## config.mk

```make
export PLATFORM = sky130hd
export DESIGN_NAME = qracc_mac_seq
export DESIGN_NICKNAME = d
export VERILOG_FILES = /design/src/rtl/qracc_pkg.sv /design/src/rtl/qracc_shift_acc.sv /design/src/rtl/qracc_mac_seq.sv
export SDC_FILE = /design/constraint.sdc
export NUM_CORES = 2
export LEC_CHECK = 0
export ABC_CLOCK_PERIOD_IN_PS = 10300
export BUFFER_PORTS_ARGS = -buffer_cell sky130_fd_sc_hd__clkbuf_2
export CAP_MARGIN = 5
export CELL_PAD_IN_SITES_DETAIL_PLACEMENT = 0
export CELL_PAD_IN_SITES_GLOBAL_PLACEMENT = 2
export CORE_AREA = 5 5 551 553
export DETAILED_ROUTE_END_ITERATION = 10
export DIE_AREA = 0 0 556 558
export PLACE_DENSITY_LB_ADDON = 0.08
export RECOVER_POWER = 25
export SYNTH_ARGS = -nofsm -noshare
export SYNTH_HDL_FRONTEND = slang
export SYNTH_SLANG_ARGS = --single-unit
```

## constraint.sdc

```tcl
create_clock -name clk -period 10.3 [get_ports clk]
set_input_delay 2.575 -clock clk [delete_from_list [all_inputs] [get_ports clk]]
set_output_delay 2.575 -clock clk [all_outputs]
set_load 0.05 [all_outputs]
```

## src/rtl/qracc_pkg.sv

```systemverilog
// Shared types for the QR accelerator datapath blocks.
package qracc_pkg;

    typedef enum logic [1:0] {
        IDLE,
        COMPUTE,
        DRAIN,
        DONE
    } mac_seq_state_t;

endpackage

```

## src/rtl/qracc_shift_acc.sv

```systemverilog
// One signed shift-accumulator: acc += sext(adc) <<< shift, with synchronous clear.
module qracc_shift_acc #(
    parameter int numAdcBits = 4,
    parameter int accBits    = 16,
    parameter int shBits     = 2
) (
    input  logic                  clk,
    input  logic                  nrst,
    input  logic                  clr_i,
    input  logic                  en_i,
    input  logic [shBits-1:0]     shift_i,
    input  logic [numAdcBits-1:0] adc_i,
    output logic [accBits-1:0]    acc_o
);

    logic signed [accBits-1:0] acc_q, acc_d;
    logic signed [accBits-1:0] adc_ext;

    // Sign-extend before shifting so negative codes keep their weight.
    assign adc_ext = {{(accBits-numAdcBits){adc_i[numAdcBits-1]}}, adc_i};

    always_comb begin
        acc_d = acc_q;
        if (clr_i) begin
            acc_d = '0;
        end else if (en_i) begin
            acc_d = acc_q + (adc_ext <<< shift_i);
        end
    end

    always_ff @(posedge clk or negedge nrst) begin
        if (!nrst) begin
            acc_q <= '0;
        end else begin
            acc_q <= acc_d;
        end
    end

    assign acc_o = acc_q;

endmodule

```

## src/rtl/qracc_mac_seq.sv

```systemverilog
// Bit-serial MAC sequencer: issues activation bit-planes as bipolar row selects
// and shift-accumulates the wrapper's per-column ADC codes into a signed result.
module qracc_mac_seq
    import qracc_pkg::*;
#(
    parameter int numRows    = 128,
    parameter int numCols    = 32,
    parameter int numAdcBits = 4,
    parameter int actBits    = 4,
    parameter int accBits    = 16
) (
    input  logic                               clk,
    input  logic                               nrst,
    input  logic [numRows-1:0][actBits-1:0]    act_i,
    input  logic                               act_valid_i,
    output logic                               act_ready_o,
    output logic                               mac_en_o,
    output logic [numRows-1:0]                 data_p_o,
    output logic [numRows-1:0]                 data_n_o,
    input  logic [numCols-1:0][numAdcBits-1:0] adc_in_i,
    output logic [numCols-1:0][accBits-1:0]    result_o,
    output logic                               result_valid_o,
    input  logic                               result_ready_i,
    output logic                               busy_o
);

    localparam int bW = (actBits > 1) ? $clog2(actBits) : 1;
    localparam logic [bW-1:0] LastPlane = bW'(actBits - 1);

    if (actBits < 2) begin : g_bad_act
        $error("qracc_mac_seq: actBits must be >= 2");
    end
    if (accBits < numAdcBits + actBits) begin : g_bad_acc
        $error("qracc_mac_seq: accBits must be >= numAdcBits + actBits");
    end

    mac_seq_state_t                 state_q, state_d;
    logic [bW-1:0]                  b_q, b_d;
    logic [numRows-1:0][actBits-1:0] act_q, act_d;
    logic                           mac_en_q, mac_en_d;
    logic [numRows-1:0]             data_p_q, data_p_d;
    logic [numRows-1:0]             data_n_q, data_n_d;
    logic                           result_valid_q, result_valid_d;
    logic                           acc_clr;
    logic                           acc_en;
    logic [bW-1:0]                  acc_sh;

    always_comb begin
        // NOTE: every combinational output gets a default first so no path can infer a latch.
        state_d = state_q;
        b_d     = b_q;
        act_d   = act_q;
        acc_clr = 1'b0;
        case (state_q)
            IDLE: begin
                if (act_valid_i) begin
                    state_d = COMPUTE;
                    b_d     = '0;
                    act_d   = act_i;
                    acc_clr = 1'b1;
                end
            end
            COMPUTE: begin
                if (b_q == LastPlane) begin
                    state_d = DRAIN;
                    b_d     = '0;
                end else begin
                    b_d = b_q + 1'b1;
                end
            end
            DRAIN:   state_d = DONE;
            DONE:    if (result_ready_i) state_d = IDLE;
            default: state_d = IDLE;
        endcase
    end

    // Outputs are registered from next state, so plane b appears in cycle b after accept.
    always_comb begin
        mac_en_d       = (state_d == COMPUTE);
        result_valid_d = (state_d == DONE);
        data_p_d       = '0;
        data_n_d       = '0;
        if (mac_en_d) begin
            for (int r = 0; r < numRows; r++) begin
                if (b_d == LastPlane) begin
                    data_n_d[r] = act_d[r][b_d];
                end else begin
                    data_p_d[r] = act_d[r][b_d];
                end
            end
        end
    end

    // The ADC code for plane b arrives one cycle after it is issued.
    assign acc_en = ((state_q == COMPUTE) && (b_q != '0)) || (state_q == DRAIN);
    assign acc_sh = (state_q == DRAIN) ? LastPlane : (b_q - 1'b1);

    always_ff @(posedge clk or negedge nrst) begin
        // NOTE: sequential state uses non-blocking assignments so all registers update together.
        if (!nrst) begin
            // NOTE: the activation latch is reset too, so nothing from a discarded vector survives.
            state_q        <= IDLE;
            b_q            <= '0;
            act_q          <= '0;
            mac_en_q       <= 1'b0;
            data_p_q       <= '0;
            data_n_q       <= '0;
            result_valid_q <= 1'b0;
        end else begin
            state_q        <= state_d;
            b_q            <= b_d;
            act_q          <= act_d;
            mac_en_q       <= mac_en_d;
            data_p_q       <= data_p_d;
            data_n_q       <= data_n_d;
            result_valid_q <= result_valid_d;
        end
    end

    for (genvar c = 0; c < numCols; c++) begin : g_col
        qracc_shift_acc #(
            .numAdcBits (numAdcBits),
            .accBits    (accBits),
            .shBits     (bW)
        ) u_acc (
            .clk     (clk),
            .nrst    (nrst),
            .clr_i   (acc_clr),
            .en_i    (acc_en),
            .shift_i (acc_sh),
            .adc_i   (adc_in_i[c]),
            .acc_o   (result_o[c])
        );
    end

    assign act_ready_o    = (state_q == IDLE);
    assign busy_o         = (state_q != IDLE);
    assign mac_en_o       = mac_en_q;
    assign data_p_o       = data_p_q;
    assign data_n_o       = data_n_q;
    assign result_valid_o = result_valid_q;

endmodule

```

Word-level counts from Yosys, hierarchy flattened

Cells that the tools add are included.

Memories: 0
Input bits: 644
Bits in latches: 0
Memory bits (read-only): 0
RAM bits: 0
Logic and storage cells: 836
Flip-flop bits (word level): 1286
Output and inout bits: 772

Shift operators: 32
Multiplexer cells: 590
Divide/modulo/power cells: 0
Multipliers: 0
Bitwise logic cells: 0
Add/sub/neg operators: 34
Reductions and logical operators: 6
Magnitude comparators: 1
Equal/unequal tests: 7

Operators with widths:

| cell                                                                  | number |
|---|---|
| 16-bit two-way mux                                                    | 64 |
| 512-bit two-way mux                                                   | 2 |
| 16-bit adder                                                          | 32 |
| 4-bit by 2-bit <<< shifter with 16-bit output                         | 32 |
| 1-bit two-way mux                                                     | 386 |
| 1-bit binary-select mux with 2-bit select                             | 128 |
| 128-bit two-way mux                                                   | 2 |
| 2-bit two-way mux                                                     | 6 |
| 2-bit equality test, second input constant                            | 5 |
| 2-bit case mux with 4 select lines                                    | 1 |
| 2-bit nonzero test                                                    | 3 |
| 2-bit by 1-bit equality test with 1-bit output, second input constant | 2 |
| 2-bit case mux with 2 select lines                                    | 1 |
| 2-bit by 3-bit < comparator with 1-bit output, second input constant  | 1 |
| 2-bit by 1-bit adder with 2-bit output, second input constant         | 1 |
| 2-bit zero test                                                       | 1 |
| 2-bit by 1-bit subtractor with 2-bit output, second input constant    | 1 |
| 1-bit logical AND                                                     | 1 |
| 1-bit logical OR                                                      | 1 |

Depth between registers and ports, before layout

Word-level depth: 7
Mapped depth: 18
Depth with buffers taken out: 14

By module

Synthesis repeated with hierarchy kept, for this count alone.

Cell total of the unflattened synthesis: 7121
Area total of the unflattened synthesis: 76831.2 um^2

By module, submodules not included:

| module          | times used | area each (um^2) | sequential area each (um^2) | cells each |
|---|---|---|---|---|
| qracc_shift_acc | 32         | 1450.1           | 400.4                       | 165 |
| qracc_mac_seq   | 1          | 30426.7          | 19368.6                     | 1841 |

Worst setup path after synthesis

OpenSTA, ideal clock, no wires.

Path type: input port to flip-flop
Start point: input adc_in_i[23] (netlist name)
End point: register g_col[5].u_acc.acc_q[15]
Slack: 5.171 ns
Stages: 11
Data required time: 10.220 ns
Library setup time: 0.080 ns
Buffers on the path: 1
Arrival time: 5.049 ns
Path through: buf_1 mux4_2 ha_1 and2_1 a221o_1 o311a_1 nor2_1 mux2_1 nor3_1 o21ai_1 o21ai_1

Cells in the longest elaborated chain, start to end: 4

Ends and longest elaborated chain:

| element                                       | RTL line              | source |
|---|---|---|
| from (decl)                                   | qracc_mac_seq.sv:20   | `input logic [numCols-1:0][numAdcBits-1:0] adc_in_i,` |
| 4-bit by 2-bit <<< shifter with 16-bit output | qracc_shift_acc.sv:27 | `acc_d = acc_q + (adc_ext <<< shift_i);` |
| 16-bit adder                                  | qracc_shift_acc.sv:27 |  |
| 16-bit two-way mux                            | qracc_shift_acc.sv:26 | `end else if (en_i) begin` |
| 16-bit two-way mux                            | qracc_shift_acc.sv:24 | `if (clr_i) begin` |
| to (signal assigned)                          | qracc_shift_acc.sv:33 | `acc_q <= '0;` |
| to (signal assigned)                          | qracc_shift_acc.sv:35 | `acc_q <= acc_d;` |
| to (decl)                                     | qracc_shift_acc.sv:16 | `logic signed [accBits-1:0] acc_q, acc_d;` |

No other way between the ends. The select of a mux whose other input is x is not followed.
A chain may end at the register's enable or synchronous reset.

Worst setup path after layout

Start point: input act_valid_i
End point: register data_p_q[78] (netlist: data_p_o[78])

Cells in the longest elaborated chain, start to end: 6
Elaborated cells on any way between the ends: 12
Those cells by class: 2 x eq/ne; 10 x mux

Ends and longest elaborated chain:

| element                                                                   | RTL line             | source |
|---|---|---|
| from (decl)                                                               | qracc_mac_seq.sv:15  | `input logic act_valid_i,` |
| 2-bit two-way mux or 512-bit two-way mux (tied branches)                  | qracc_mac_seq.sv:56  | `if (act_valid_i) begin` |
| 2-bit case mux with 2 select lines or 512-bit two-way mux (tied branches) | qracc_mac_seq.sv:54  | `case (state_q)` |
| 1-bit binary-select mux with 2-bit select                                 | qracc_mac_seq.sv:88  | `data_p_d[r] = act_d[r][b_d];` |
| 1-bit two-way mux (not written as such)                                   | qracc_mac_seq.sv:88  |  |
| 1-bit two-way mux                                                         | qracc_mac_seq.sv:85  | `if (b_d == LastPlane) begin` |
| 128-bit two-way mux (*)                                                   | qracc_mac_seq.sv:83  | `if (mac_en_d) begin` |
| via data_p_d[78]                                                          | qracc_mac_seq.sv:41  | `logic [numRows-1:0] data_p_q, data_p_d;` |
| to (signal assigned)                                                      | qracc_mac_seq.sv:114 | `data_p_q <= data_p_d;` |
| to (decl)                                                                 | qracc_mac_seq.sv:41  |  |

Mark *: on every way through the listed nets, which the timed path passes. The rest lies on a longest branch. The select of a mux whose other input is x is not followed.

==> flow_summary.yaml <==
synthesis:
  yosysMostFrequentCell: "nand2_1"
  syn_inst: 7874
  synth_top_area_share_pct: 44.3
  ys_seq_area_share_pct: 44.3
  syn_nets: 9096
  syn_area_um2: 72600
  ys.flop_type: "dfrtp_1"
  synthArstFlopShare_pct: 100
  synthDistinctLibCells: 86
  avgSynthCellArea_um2: 9.23
  synth_edf_count: 0
  synth.largest_area_cell: "dfrtp_1"
  synthTopCellsByCount: "nand2_1 (2148), dfrtp_1 (1286), ha_1 (546)"
  ys_ff_latch: 1286
  ys_warn_count: 0
  yosys-top-cells-area: "dfrtp_1 (44%), nand2_1 (11%), ha_1 (9.4%), o21ai_0 (3.5%), mux2i_1 (3.0%)"
timing:
  timing.slew.headroom_pct: -205
  hold_viol: 0
  max_freq_mhz: 149
  fin_crit_sh_pct: 65.3
  fin_skew_ps: 64.2
  tightest_slew_ps: 4570
  fin_crit_ps: 6720
  drv_slew: 847
  setup_tns_ps: 0
  setup_viol: 0
  rsz0062_at_grt: "false"
placement:
  hpwl_um: 238000
  placed_area_um2: 83800
  globalplace.congestion: 0.815
  place_inst: 12900
  io_buffers: 1415
clock_tree:
  cts_root_buf: "clkbuf_16"
  clk_latency_ps: 850
  path_clk_slew_ps: 60
  cts.path.max_buffers: 4
  cts_setup_buffers: 0
  cts.sinks: 1286
  cts_tree: "done"
  cts_resized: 0
  htree_levels: 4
  ctsHoldBuffers: 0
  cts_buffers: 178
cells_and_area:
  final_nets: 10400
  fin_cells: 13300
  drive_gt1_share_pct: 20.5
  fin_util_pct: 30.1
  fillers: 32000
  synthToLayoutAreaGrowth_pct: 23.5
  fin_area_um2: 89700
grt:
  grt_pass1_wl_um: 466000
  grt_usage_pct: 20.3
  grt_max_degree: 191
  grt_pass1_vias: 63500
  gr-total-overflow: 0
  antenna_found_initial: 185
drt:
  antenna_left: 0
  wirelength_um: 327000
  dr.pass1.iters: 7
  viasPerCell: 4.67
  num_vias: 62200
  drt_iter0_markers: 3416
  drc: 0
  wire_per_inst_um: 24.5
setup_path:
  end_kind: "register"
  cp.required_ps: 10930
  crit_type: "in2reg"
  crit_fanout: 39
  start_kind: "input pin"
  cp.arrival_ps: 7350
die:
  die_w_um: 556
  ios: 1416
  coreArea_um2: 298000
  chipHeight_um: 558
  die-area_um2: 310000
  rows: 201
  start_util_pct: 24.4
power:
  vdd_ir_drop_max_mv: 0.369
  power_per_cell_area_nw_per_um2: 409
  total_power_uw: 36700
  leakage_uw: 0.0464
outcome:
  status: "complete, but fails checks"
  violations: "capacitance limit, slew limit"
hold_path:
  worstHoldPathType: "reg2reg"
job:
  drv_cap: 15
==> per-stage QoR <==
stage                     setup slack [ps]  hold slack (ps)
after global placement                4130              447
after CTS                             4460              465
after floorplan                       5170              433
final                                 3580              461
after detailed placement              4090              450
after global routing                  3090              477
==> cell usage in the layout, fill, tap and decap left out, types with 175 or more instances in the layout <==
cell,instances
nand2_1,2145
clkbuf_2,1415
dfrtp_1,1286
ha_1,545
o21ai_0,508
nor2_1,365
a21oi_1,317
xor2_1,239
mux2i_1,216
inv_1,200
clkbuf_16,182
and3_1,175
==> power by group <==
group	internal [µW]	total (µW)	switching, µW
combinational	6960	22000	15000
sequential	7220	8390	1170
clock	3770	6320	2560
==> path summary, 6_finish.rpt <==
path | slack (ps) | cells after the start | endpoint | start
max in group asynchronous | 3890 | 3 | data_p_o[69] | nrst
worst max register to register | 4750 | 14 | g_col[5].u_acc.acc_o[15] | b_q[0]
min in group asynchronous | 1710 | 1 | g_col[25].u_acc.acc_o[12] | nrst
worst min register to register | 460 | 2 | act_q[167] | act_q[167]
worst max-delay path | 3580 | 8 | data_p_o[78] | act_valid_i
worst min-delay path | 460 | 2 | act_q[167] | act_q[167]
==> cells by family after synthesis <==
group                    count (synthesis)  share of synthesized area, %
multiplexers                           277                          4.42
buffers and inverters                  569                          3.25
flip-flops                            1286                          44.3
AND/OR/NAND/NOR                       3091                          17.9
adder cells (fa/ha/maj)                578                          10.3
XOR/XNOR                               409                          4.93
AO/OA/AOI/OAI                         1664                          14.9
==> area by class of cell <==
class                   instances  area [µm²]  area share (%)
diodes                         54         135           0.151
flip-flops and latches       1286       32200            35.9
clock buffers                 281        5460            6.08
inverters                     202         766           0.853
clock inverters                36         405           0.452
repair buffers               1473        7630            8.51
multi-input cells            6019       38200            42.6
well taps                    3958        4950            5.52
==> critical path, cell delays in order <==
cell	delay, ps
clkbuf_1	430
o21bai_1	220
a21oi_1	1820
buf_4	850
buf_4	770
mux2i_1	270
a2bb2oi_1	170
nor2_1	60
==> per-layer routing <==
metal / GRT usage [%] / vias up / wire (µm)
li1: - / 29800 / -
met1: 23.9 / 30200 / 130000
met2: 34.3 / 1410 / 156000
met3: 7.20 / 558 / 26300
met4: 6.94 / 188 / 12300
met5: 0 / - / 1230
==> sequential cells by signal, indices dropped and copies added, names as in the netlist <==
signal,flops
data_n_o,128
state_q,2
act_q,512
b_q,2
data_p_o,128
result_valid_o,1
g_col.u_acc.acc_o,512
mac_en_o,1
(Power assumes the default switching activity.)
